**config.mk**
```make
export PLATFORM = sky130hd
export DESIGN_NAME = line_window_gen
export DESIGN_NICKNAME = d
export VERILOG_FILES = /design/src/rtl/dataflow_pkg.sv /design/src/rtl/lb_row_ram.sv /design/src/rtl/line_window_gen.sv
export SDC_FILE = /design/constraint.sdc
export NUM_CORES = 2
export LEC_CHECK = 0
export BUFFER_PORTS_ARGS = -buffer_cell sky130_fd_sc_hd__clkbuf_2
export CORE_MARGIN = 2
export CORE_UTILIZATION = 40
export DETAILED_ROUTE_END_ITERATION = 16
export MAX_ROUTING_LAYER = met4
export PLACE_DENSITY_LB_ADDON = 0.12
export SYNTH_ARGS = -nofsm -noshare
export SYNTH_HDL_FRONTEND = slang
export SYNTH_SLANG_ARGS = --single-unit
```
**constraint.sdc**
```tcl
create_clock -name clk -period 7.8 [get_ports clk]
set_clock_uncertainty 0.1 [all_clocks]
set_input_delay 1.56 -clock clk [delete_from_list [all_inputs] [get_ports clk]]
set_output_delay 1.56 -clock clk [all_outputs]
set_load 0.02 [all_outputs]
```
**src/rtl/dataflow_pkg.sv**
```systemverilog
// Shared constants for the MobileNet dataflow path: stride encoding,
// legal window-size range and the line_window_gen control states.
package dataflow_pkg;

  localparam logic STRIDE_1 = 1'b0;
  localparam logic STRIDE_2 = 1'b1;

  localparam int K_MIN = 3;
  localparam int K_MAX = 7;

  typedef enum logic {
    ST_IDLE = 1'b0,
    ST_RUN  = 1'b1
  } lwg_state_t;

endpackage

```
**src/rtl/lb_row_ram.sv**
```systemverilog
// One line-buffer row: simple dual-port block RAM, one write port and one
// registered read port. A read and a write to the same address in the same
// cycle return the old contents. The read enable lets the caller freeze
// o_rd_data while the pipeline is stalled.
module lb_row_ram
  import dataflow_pkg::*;
#(
  parameter int WIDTH = 16,
  parameter int DEPTH = 64,
  parameter int AW    = $clog2(DEPTH)
) (
  input  logic             clk,
  input  logic             i_rd_en,
  input  logic [AW-1:0]    i_rd_addr,
  output logic [WIDTH-1:0] o_rd_data,
  input  logic             i_wr_en,
  input  logic [AW-1:0]    i_wr_addr,
  input  logic [WIDTH-1:0] i_wr_data
);

  (* ram_style = "block" *) logic [WIDTH-1:0] r_mem [DEPTH];

  // Write port
  always_ff @(posedge clk) begin
    if (i_wr_en) r_mem[i_wr_addr] <= i_wr_data;
  end

  // Registered read port; holds its output when not enabled
  always_ff @(posedge clk) begin
    if (i_rd_en) o_rd_data <= r_mem[i_rd_addr];
  end

endmodule

```
**src/rtl/line_window_gen.sv**
```systemverilog
// K x K sliding-window generator. K-1 row RAMs hold the previous rows; each
// accepted pixel reads its column from every RAM (stage 1), then the K-row
// column vector is shifted into the window register (stage 2). Windows are
// presented only at fully populated, stride-aligned positions.
module line_window_gen
  import dataflow_pkg::*;
#(
  parameter int DATA_WIDTH     = 16,
  parameter int CH             = 1,
  parameter int K              = 3,
  parameter int MAX_IMG_WIDTH  = 64,
  parameter int MAX_IMG_HEIGHT = 64
) (
  input  logic                                  clk,
  input  logic                                  rst_n,
  input  logic                                  start,
  input  logic [$clog2(MAX_IMG_WIDTH+1)-1:0]    cfg_width,
  input  logic [$clog2(MAX_IMG_HEIGHT+1)-1:0]   cfg_height,
  input  logic                                  cfg_stride,
  output logic                                  busy,
  output logic                                  cfg_err,
  output logic                                  done,
  input  logic [CH*DATA_WIDTH-1:0]              s_data,
  input  logic                                  s_valid,
  output logic                                  s_ready,
  output logic [K*K*CH*DATA_WIDTH-1:0]          m_window,
  output logic                                  m_valid,
  input  logic                                  m_ready,
  output logic                                  m_last
);

  localparam int PW = CH * DATA_WIDTH;
  localparam int WW = $clog2(MAX_IMG_WIDTH + 1);
  localparam int HW = $clog2(MAX_IMG_HEIGHT + 1);
  localparam int AW = $clog2(MAX_IMG_WIDTH);

  localparam logic [WW-1:0] W_ONE = WW'(1);
  localparam logic [WW-1:0] W_K   = WW'(K);
  localparam logic [WW-1:0] W_KM1 = WW'(K - 1);
  localparam logic [WW-1:0] W_MAX = WW'(MAX_IMG_WIDTH);
  localparam logic [HW-1:0] H_ONE = HW'(1);
  localparam logic [HW-1:0] H_K   = HW'(K);
  localparam logic [HW-1:0] H_KM1 = HW'(K - 1);
  localparam logic [HW-1:0] H_MAX = HW'(MAX_IMG_HEIGHT);
  localparam logic [WW:0]   WX_ONE = (WW+1)'(1);
  localparam logic [WW:0]   WX_TWO = (WW+1)'(2);
  localparam logic [HW:0]   HX_ONE = (HW+1)'(1);
  localparam logic [HW:0]   HX_TWO = (HW+1)'(2);

  lwg_state_t r_state, w_state_nxt;

  logic [WW-1:0] r_width, r_col;
  logic [HW-1:0] r_height, r_row;
  logic          r_stride, r_cph, r_rph;
  logic          r_cfg_err, r_done;

  logic          r_vld_p1, r_emit_p1, r_last_p1;
  logic [PW-1:0] r_pix_p1;
  logic [AW-1:0] r_col_p1;

  logic          r_vld_p2, r_last_p2;
  logic [PW-1:0] r_win_p2 [K][K];

  logic          w_advance, w_accept, w_wr_en;
  logic          w_cfg_legal, w_start_ok, w_start_bad;
  logic          w_at_end, w_col_wrap, w_emit, w_last_emit;
  logic          w_col_last, w_row_last, w_s2;
  logic [WW:0]   w_col_step;
  logic [HW:0]   w_row_step;
  logic [PW-1:0] w_rd   [K-1];
  logic [PW-1:0] w_colv [K];

  assign w_advance = !r_vld_p2 || m_ready;
  assign busy      = (r_state == ST_RUN);
  assign s_ready   = busy && w_advance;
  assign w_accept  = s_valid && s_ready;
  assign w_wr_en   = w_advance && r_vld_p1;
  assign cfg_err   = r_cfg_err;
  assign done      = r_done;
  assign m_valid   = r_vld_p2;
  assign m_last    = r_last_p2;

  assign w_cfg_legal = (cfg_width >= W_K) && (cfg_width <= W_MAX) &&
                       (cfg_height >= H_K) && (cfg_height <= H_MAX);

  assign w_s2       = (r_stride == STRIDE_2);
  assign w_at_end   = (r_row == r_height - H_ONE) && (r_col == r_width - W_ONE);
  assign w_col_wrap = (r_col == r_width - W_ONE);

  // Emission needs K-1 completed rows/cols behind the pixel and zero stride phase;
  // the last emission is the one with no further aligned position in either axis.
  assign w_emit      = (r_row >= H_KM1) && (r_col >= W_KM1) && !r_rph && !r_cph;
  assign w_col_step  = w_s2 ? WX_TWO : WX_ONE;
  assign w_row_step  = w_s2 ? HX_TWO : HX_ONE;
  assign w_col_last  = ({1'b0, r_col} + w_col_step) >= {1'b0, r_width};
  assign w_row_last  = ({1'b0, r_row} + w_row_step) >= {1'b0, r_height};
  assign w_last_emit = w_emit && w_col_last && w_row_last;

  // Control state register
  always_ff @(posedge clk or negedge rst_n) begin
    if (!rst_n) r_state <= ST_IDLE;
    else        r_state <= w_state_nxt;
  end

  // Next state: accept a legal start while idle, return to idle after the last pixel
  always_comb begin
    w_state_nxt = r_state;
    w_start_ok  = 1'b0;
    w_start_bad = 1'b0;
    case (r_state)
      ST_IDLE: begin
        if (start) begin
          if (w_cfg_legal) begin
            w_state_nxt = ST_RUN;
            w_start_ok  = 1'b1;
          end else begin
            w_start_bad = 1'b1;
          end
        end
      end
      ST_RUN: begin
        if (w_accept && w_at_end) w_state_nxt = ST_IDLE;
      end
      default: w_state_nxt = ST_IDLE;
    endcase
  end

  // Config latch plus row/col position and per-axis stride phase counters
  always_ff @(posedge clk or negedge rst_n) begin
    if (!rst_n) begin
      r_width  <= '0;
      r_height <= '0;
      r_stride <= 1'b0;
      r_col    <= '0;
      r_row    <= '0;
      r_cph    <= 1'b0;
      r_rph    <= 1'b0;
    end else if (w_start_ok) begin
      r_width  <= cfg_width;
      r_height <= cfg_height;
      r_stride <= cfg_stride;
      r_col    <= '0;
      r_row    <= '0;
      r_cph    <= 1'b0;
      r_rph    <= 1'b0;
    end else if (w_accept) begin
      if (w_col_wrap) begin
        r_col <= '0;
        r_cph <= 1'b0;
        r_row <= r_row + H_ONE;
        r_rph <= (r_row >= H_KM1 && w_s2) ? ~r_rph : 1'b0;
      end else begin
        r_col <= r_col + W_ONE;
        r_cph <= (r_col >= W_KM1 && w_s2) ? ~r_cph : 1'b0;
      end
    end
  end

  // One-cycle status pulses
  always_ff @(posedge clk or negedge rst_n) begin
    if (!rst_n) begin
      r_cfg_err <= 1'b0;
      r_done    <= 1'b0;
    end else begin
      r_cfg_err <= w_start_bad;
      r_done    <= w_accept && w_at_end;
    end
  end

  // ---- stage 1: RAM read issued, pixel and emission flags captured ----
  // Stage-1 control flags advance only when the pipeline is not stalled
  always_ff @(posedge clk or negedge rst_n) begin
    if (!rst_n) begin
      r_vld_p1  <= 1'b0;
      r_emit_p1 <= 1'b0;
      r_last_p1 <= 1'b0;
    end else if (w_advance) begin
      r_vld_p1  <= w_accept;
      r_emit_p1 <= w_accept && w_emit;
      r_last_p1 <= w_accept && w_last_emit;
    end
  end

  // Stage-1 data; held while stalled because nothing is accepted then
  always_ff @(posedge clk) begin
    if (w_accept) begin
      r_pix_p1 <= s_data;
      r_col_p1 <= r_col[AW-1:0];
    end
  end

  // Row RAMs: index 0 is the oldest row. Each RAM is written back with the
  // value just read from the next-newer one, so rows ripple down one step per line.
  for (genvar i = 0; i < K - 1; i++) begin : g_row
    logic [PW-1:0] w_wr_data;
    if (i == K - 2) begin : g_newest
      assign w_wr_data = r_pix_p1;
    end else begin : g_older
      assign w_wr_data = w_rd[i+1];
    end
    lb_row_ram #(
      .WIDTH (PW),
      .DEPTH (MAX_IMG_WIDTH),
      .AW    (AW)
    ) u_ram (
      .clk       (clk),
      .i_rd_en   (w_accept),
      .i_rd_addr (r_col[AW-1:0]),
      .o_rd_data (w_rd[i]),
      .i_wr_en   (w_wr_en),
      .i_wr_addr (r_col_p1),
      .i_wr_data (w_wr_data)
    );
    assign w_colv[i] = w_rd[i];
  end
  assign w_colv[K-1] = r_pix_p1;

  // ---- stage 2: window shift register and output handshake ----
  // Shift in one column per pixel; publish the window only at emitting positions
  always_ff @(posedge clk or negedge rst_n) begin
    if (!rst_n) begin
      r_vld_p2  <= 1'b0;
      r_last_p2 <= 1'b0;
      for (int r = 0; r < K; r++)
        for (int c = 0; c < K; c++)
          r_win_p2[r][c] <= '0;
    end else if (w_advance) begin
      r_vld_p2  <= r_vld_p1 && r_emit_p1;
      r_last_p2 <= r_vld_p1 && r_emit_p1 && r_last_p1;
      if (r_vld_p1) begin
        for (int r = 0; r < K; r++) begin
          for (int c = 0; c < K - 1; c++)
            r_win_p2[r][c] <= r_win_p2[r][c+1];
          r_win_p2[r][K-1] <= w_colv[r];
        end
      end
    end
  end

  // Flatten the window: element (r,c) occupies slot r*K+c
  always_comb begin
    m_window = '0;
    for (int r = 0; r < K; r++)
      for (int c = 0; c < K; c++)
        m_window[(r*K+c)*PW +: PW] = r_win_p2[r][c];
  end

endmodule

```
Yosys cells after proc, flatten, opt, wreduce, memory -nomap -nowiden
Memory sizes are Yosys's and may differ from the RTL's. A register that Yosys moved wholly into a read port is not among the register bits. Index checks and enable logic that the tools add are counted.

Output and inout port bits: 150. Flip-flop bits (word level): 205. Memory bits (writable): 2048. Memories kept: 2.

Eq/ne operators: 2. $lt $le $gt $ge: 8. Muxes and demuxes: 25. $add $sub $neg: 6. Reduce and logical (&&, ||, !) cells: 27. Bitwise logic cells: 3.

Memories: g_row[0].u_ram.r_mem (depth 64, bits a word 16, read ports 1, clocked after memory_dff 1, wr ports 1, RTL line lb_row_ram.sv:21) `(* ram_style = "block" *) logic [WIDTH-1:0] r_mem [DEPTH];`; g_row[1].u_ram.r_mem (depth 64, bits a word 16, read ports 1, clocked after memory_dff 1, wr ports 1, RTL line lb_row_ram.sv:21).

Operator list (number): two-way mux 7 bit (6); >= comparator 7 x 2 -> 1 bit, second input constant (4); logical AND 1 bit (19); two-way mux 1 bit (17); adder 7 x 2 -> 8 bit (2); >= comparator 8 x 7 -> 1 bit (2); adder 7 x 1 -> 7 bit, second input constant (2); == test 7 bit (2); <= comparator 7 bit, second input constant (2); subtractor 7 x 1 -> 7 bit, second input constant (2); AND reduction 2 bit (2); nonzero test 2 bit (2); zero test 1 bit (3); NOT 1 bit (3); two-way mux 2 bit (1); case mux 1 bit (2 select lines) (1); logical OR 1 bit (1).

Logic depth before layout (Yosys ltp)
Depth after elaboration: 9. Depth in mapped cells: 12.

By module
Synthesis repeated with hierarchy kept, for this count alone.

Cell total of the unflattened synthesis: 4328. Area total of the unflattened synthesis: 89249.3 um2.

Modules (own cells, without submodules): lb_row_ram (area an instance 40202.3 um2, instances 2, cells each 1829); line_window_gen (area an instance 8844.7 um2, instances 1, cells each 670).

Worst setup path after synthesis
Ideal clock, no wire load.

Path kind: in2reg. From: input port m_ready. To: memory g_row[0].u_ram.r_mem[29][0], enable pin. Path buffers: 1. Cell stages on the path: 5. Setup time: 0.421 ns. Required time: 7.279 ns. Arrival time: 3.867 ns. Setup slack: 3.411 ns. Cell sequence: nand2b_1 > and2_1 > clkbuf_1 > nand4b_1 > nor2_1.

Word-level cells in the longest chain between the ends: 4.

Ends and longest elaborated chain: from (decl) (RTL line line_window_gen.sv:28) `input logic m_ready,`; logical OR 1 bit (RTL line line_window_gen.sv:73) `assign w_advance = !r_vld_p2 || m_ready;`; logical AND 1 bit (RTL line line_window_gen.sv:77) `assign w_wr_en = w_advance && r_vld_p1;`; two-way mux 1 bit (RTL line lb_row_ram.sv:25) `if (i_wr_en) r_mem[i_wr_addr] <= i_wr_data;`; two-way mux 1 bit (implied by the code) (RTL line lb_row_ram.sv:25); to (decl) (RTL line lb_row_ram.sv:21).

No other way between the ends.

Final worst setup path
From: input port m_ready. To: memory g_row[1].u_ram.r_mem[24][1], enable pin.

Word-level cells in the longest chain between the ends: 4.

Ends and longest elaborated chain (RTL line): logical OR 1 bit (line_window_gen.sv:73); logical AND 1 bit (line_window_gen.sv:77); two-way mux 1 bit (lb_row_ram.sv:25); two-way mux 1 bit (implied by the code) (lb_row_ram.sv:25); to (decl) (lb_row_ram.sv:21).

No other way between the ends.

==> summary.txt <==
Pwr
  • P_int: about 25 mW
  • Pwr dens: about 380 mW/mm^2
  • Total power: between 30 and 40 mW
  • Reg power frac: 0.416
  • NetSw: approximately 13 mW
  • VDD IR max: roughly 0.29 mV
  • Total leakage power: between 30 and 40 nW
  • Gate power share: 0.298
  • Share of power burned in the clock network: 0.286
  • Sw frac: 0.342

Floorplanning
  • Starting Density: 0.401
  • Core Box Area: approximately 0.22 sq mm
  • I/O Pins: about 190
  • Die Y: 470 um
  • Row Count: between 150 and 200
  • Die ar.: around 0.22 sq mm
  • Die W: 470 um

Yosys
  • Post-synth top area cell: edfxtp_1
  • Compound-Gate Fraction of Synth Area: 0.0348
  • Number of enable flip-flop cells after synthesis: about 2.1k
  • Instance count of the mapped netlist: about 4.2k
  • Synth Area per Inst: between 20 and 25 sq um
  • Post-synth ARST share: 0.0801
  • Seq/Total Area, Yosys: 0.780
  • Syn_nets: about 4.3k
  • Multiplexer share of the synthesized area: 0.133
  • Primary FF master, synth: edfxtp_1
  • Synth top area cells: edfxtp_1 73%, mux4_2 13%, dfrtp_1 5.3%, nand2_1 2.3%, a22oi_1 1.4%
  • Simple-Gate Fraction of Synth Area: 0.0330
  • Synth warn: 0
  • Main combinational cell family by area after synthesis: multiplexers
  • Unique cell type count in the Yosys netlist: 57
  • Synth Area in Adders: 0.00392
  • Xor and xnor area share after synthesis: 0.00323
  • Cell Area, Synth: around 0.087 sq mm
  • Top cell type's share of synthesized area: 0.727
  • Synthesis-stage register bit count: 2285

CTS
  • CTS sink cnt: around 2.3k
  • Root buffer selected by CTS: clkbuf_16
  • Worst-case clock buffer depth: 3
  • CTS H-Tree Depth: 4
  • CTS tree: done
  • Clock transition at the registers of the reported paths: about 0.060 ns
  • Num CTS Buffers: 230
  • Setup bufs post-CTS: 0
  • Later-pin clock latency in the skew report: just under 0.9 ns
  • # hold bufs at CTS: 0
  • Post-CTS resize count: 0

Global route
  • Total global-route track usage: 0.225
  • First-pass GRT wire length: 338000 um
  • Initial antenna violation count: 10
  • Vias in the first global route: around 42k
  • Gr ovfl total: 0
  • Pin count of the biggest net entering global routing: roughly 130

STA
  • Final hold vios: 0
  • Final Cycle Share: 0.574
  • Fin. max-slew vios: 0
  • Final setup viols: 0
  • Fin Hold WS: 0.349 ns
  • Final TNS setup: 0 ns
  • Max-slew headroom: 0.0299
  • RSZ-0062 raised after global routing: no
  • Min Tclk post-route: 4.48 ns
  • F_max: 223 MHz
  • Worst Max-Slew Pin Slew: 1.46 ns

Flow run
  • Number of max-cap violations: 0

Worst setup path
  • Crit path to: g_row[1].u_ram.r_mem[24][1]
  • Crit Path Class: in -> reg
  • Worst r2r dst: g_row[0].u_ram.o_rd_data[8]
  • CP Max Fanout: 50
  • R2r startpoint: r_col[0]
  • Critical path arrival: 4.97 ns
  • R2R depth: 7
  • WP data required: slightly above 8 ns
  • Minimum setup slack among reg-to-reg paths: 3.55 ns
  • Startpoint Class: input pin
  • Crit path from: m_ready
  • Setup crit end kind: flip-flop

Final layout
  • Final cell count without fillers: ~7.6k
  • P&R area growth vs syn: 14.4%
  • Share of cells above drive strength 1: 0.260
  • Nets: between 4k and 5k
  • Fin area: 0.0993 sq mm

Placed design
  • # port buffers: ~190
  • Gpl congestion: between 0.8 and 0.9
  • Placed Instances: slightly above 7k
  • Dpl hpwl: between 100000 and 150000 um
  • Area post-placement: between 0.09 and 0.1 sq mm

Drt
  • Detail-routed via count per cell: between 5 and 6
  • Residual DRC: 0
  • Routed length per instance: around 32 um
  • Post-Route WL: 243000 um
  • DR pass1 iterations: 5
  • Vias post-DR: between 40k and 50k
  • Initial DRC Count: approximately 5.0k
  • Post-route antenna net violation count: 0

Hold path
  • Hold Crit Start: g_row[0].u_ram.o_rd_data[3]
  • Worst Hold Class: reg -> reg

Status
  • Status: complete, no violations
## final cells by class
class / count / area [sq um]
well taps: 2854 / 3570
inverters: 22 / 83.8
clock buffers: 278 / 6000
diodes: 7 / 17.5
fillers: 18199 / 117000
clock inverters: 147 / 1330
repair buffers: 305 / 1990
flip-flops and latches: 2285 / 67700
multi-input cells: 1668 / 18600
## sequential cells by signal (all words and copies together), names as in the netlist, 6 cells and up
register	count
g_row.u_ram.r_mem	2048
r_col	7
r_row	7
r_height	7
m_window	144
r_col_p1	6
r_width	7
g_row.u_ram.o_rd_data	32
g_row.w_wr_data	16
## power groups by stage
stage | sequential [mW] | combinational [mW] | clock, mW
after CTS | 15.7 | 11.5 | 11.0
after global placement | 16.0 | 11.4 | 0
after floorplan | 16.5 | 5.50 | 0
final | 15.7 | 11.3 | 10.8
after detailed placement | 16.0 | 11.4 | 0
after global routing | 15.8 | 11.9 | 11.5
## synthesized netlist by cell type, types with 4 or more instances
cell type	instances
a211oi_1	4
a21o_1	7
a21oi_1	16
a221oi_1	62
a22o_1	63
a22oi_1	160
a31oi_1	4
and3_1	5
buf_1	35
buf_2	39
clkbuf_1	158
dfrtp_1	183
edfxtp_1	2102
ha_1	24
inv_1	22
mux4_2	512
nand2_1	538
nand2b_1	5
nand3_1	23
nand3b_1	7
nand4_1	5
nor2_1	78
nor2b_1	7
nor3_1	9
nor4_1	4
o21ai_0	23
o221ai_1	31
o31ai_1	8
or4_1	8
xnor2_1	19
xor2_1	13
## routing by layer
| metal | global-route usage | share of wire | vias to the layer above |
|---|---|---|---|
| li1 | - | - | 17953 |
| met1 | 0.322 | 0.44 | 23144 |
| met2 | 0.340 | 0.47 | 1533 |
| met3 | 0.0365 | 0.066 | 278 |
| met4 | 0.0557 | 0.023 | 0 |
| met5 | - | 0 | - |
## stage by stage
step / setup WS (ns) / utilization
after floorplan: 3.41 / -
final: 3.32 / 0.459
after CTS: 3.38 / 0.459
after detailed placement: 2.40 / 0.425
after global placement: 2.43 / 0.425
after global routing: 3.25 / 0.459
## cell families after synthesis
| family | count (synthesis) |
|---|---|
| xor+xnor | 32 |
| compound gates | 389 |
| simple gates | 705 |
| mux | 516 |
| flops | 2285 |
| fa+ha+maj | 26 |
| buf+inv | 260 |
## layout by cell type, fill, tap and decap left out, types with 8 or more instances in the layout
| master | n |
|---|---|
| a21oi_1 | 16 |
| nand3_1 | 22 |
| edfxtp_1 | 2102 |
| mux4_2 | 512 |
| a221oi_1 | 62 |
| clkbuf_1 | 43 |
| a22o_1 | 63 |
| clkbuf_2 | 184 |
| o221ai_1 | 31 |
| clkinv_2 | 47 |
| xnor2_1 | 19 |
| ha_1 | 24 |
| clkinv_1 | 59 |
| bufinv_16 | 20 |
| clkbuf_16 | 231 |
| o31ai_1 | 8 |
| nor3_1 | 9 |
| buf_12 | 12 |
| a22oi_1 | 160 |
| xor2_1 | 13 |
| nand2_1 | 537 |
| nor2_4 | 66 |
| dfrtp_1 | 181 |
| or4_1 | 8 |
| buf_4 | 108 |
| nor2_1 | 12 |
| inv_1 | 21 |
| o21ai_0 | 23 |
## critical path, stage by stage
cell      delay, ns
clkbuf_2       0.09
nand2b_1       0.25
nand2_4        0.38
nor2_1         0.50
nand2_1        0.63
buf_4          0.43
nor2_4         0.80
buf_4          0.28
## worst min path at each step
stage          depth (start not counted)           end  slack [ns]
2_1_floorplan                          2  m_window[32]        0.31
3_3_place_gp                           2  m_window[35]        0.33
3_5_place_dp                           2  m_window[35]        0.33
4_1_cts                                2  m_window[35]        0.35
5_1_grt                                2  m_window[44]        0.38
6_report                               2  m_window[35]        0.35
Power figures use the tool's default switching activity.
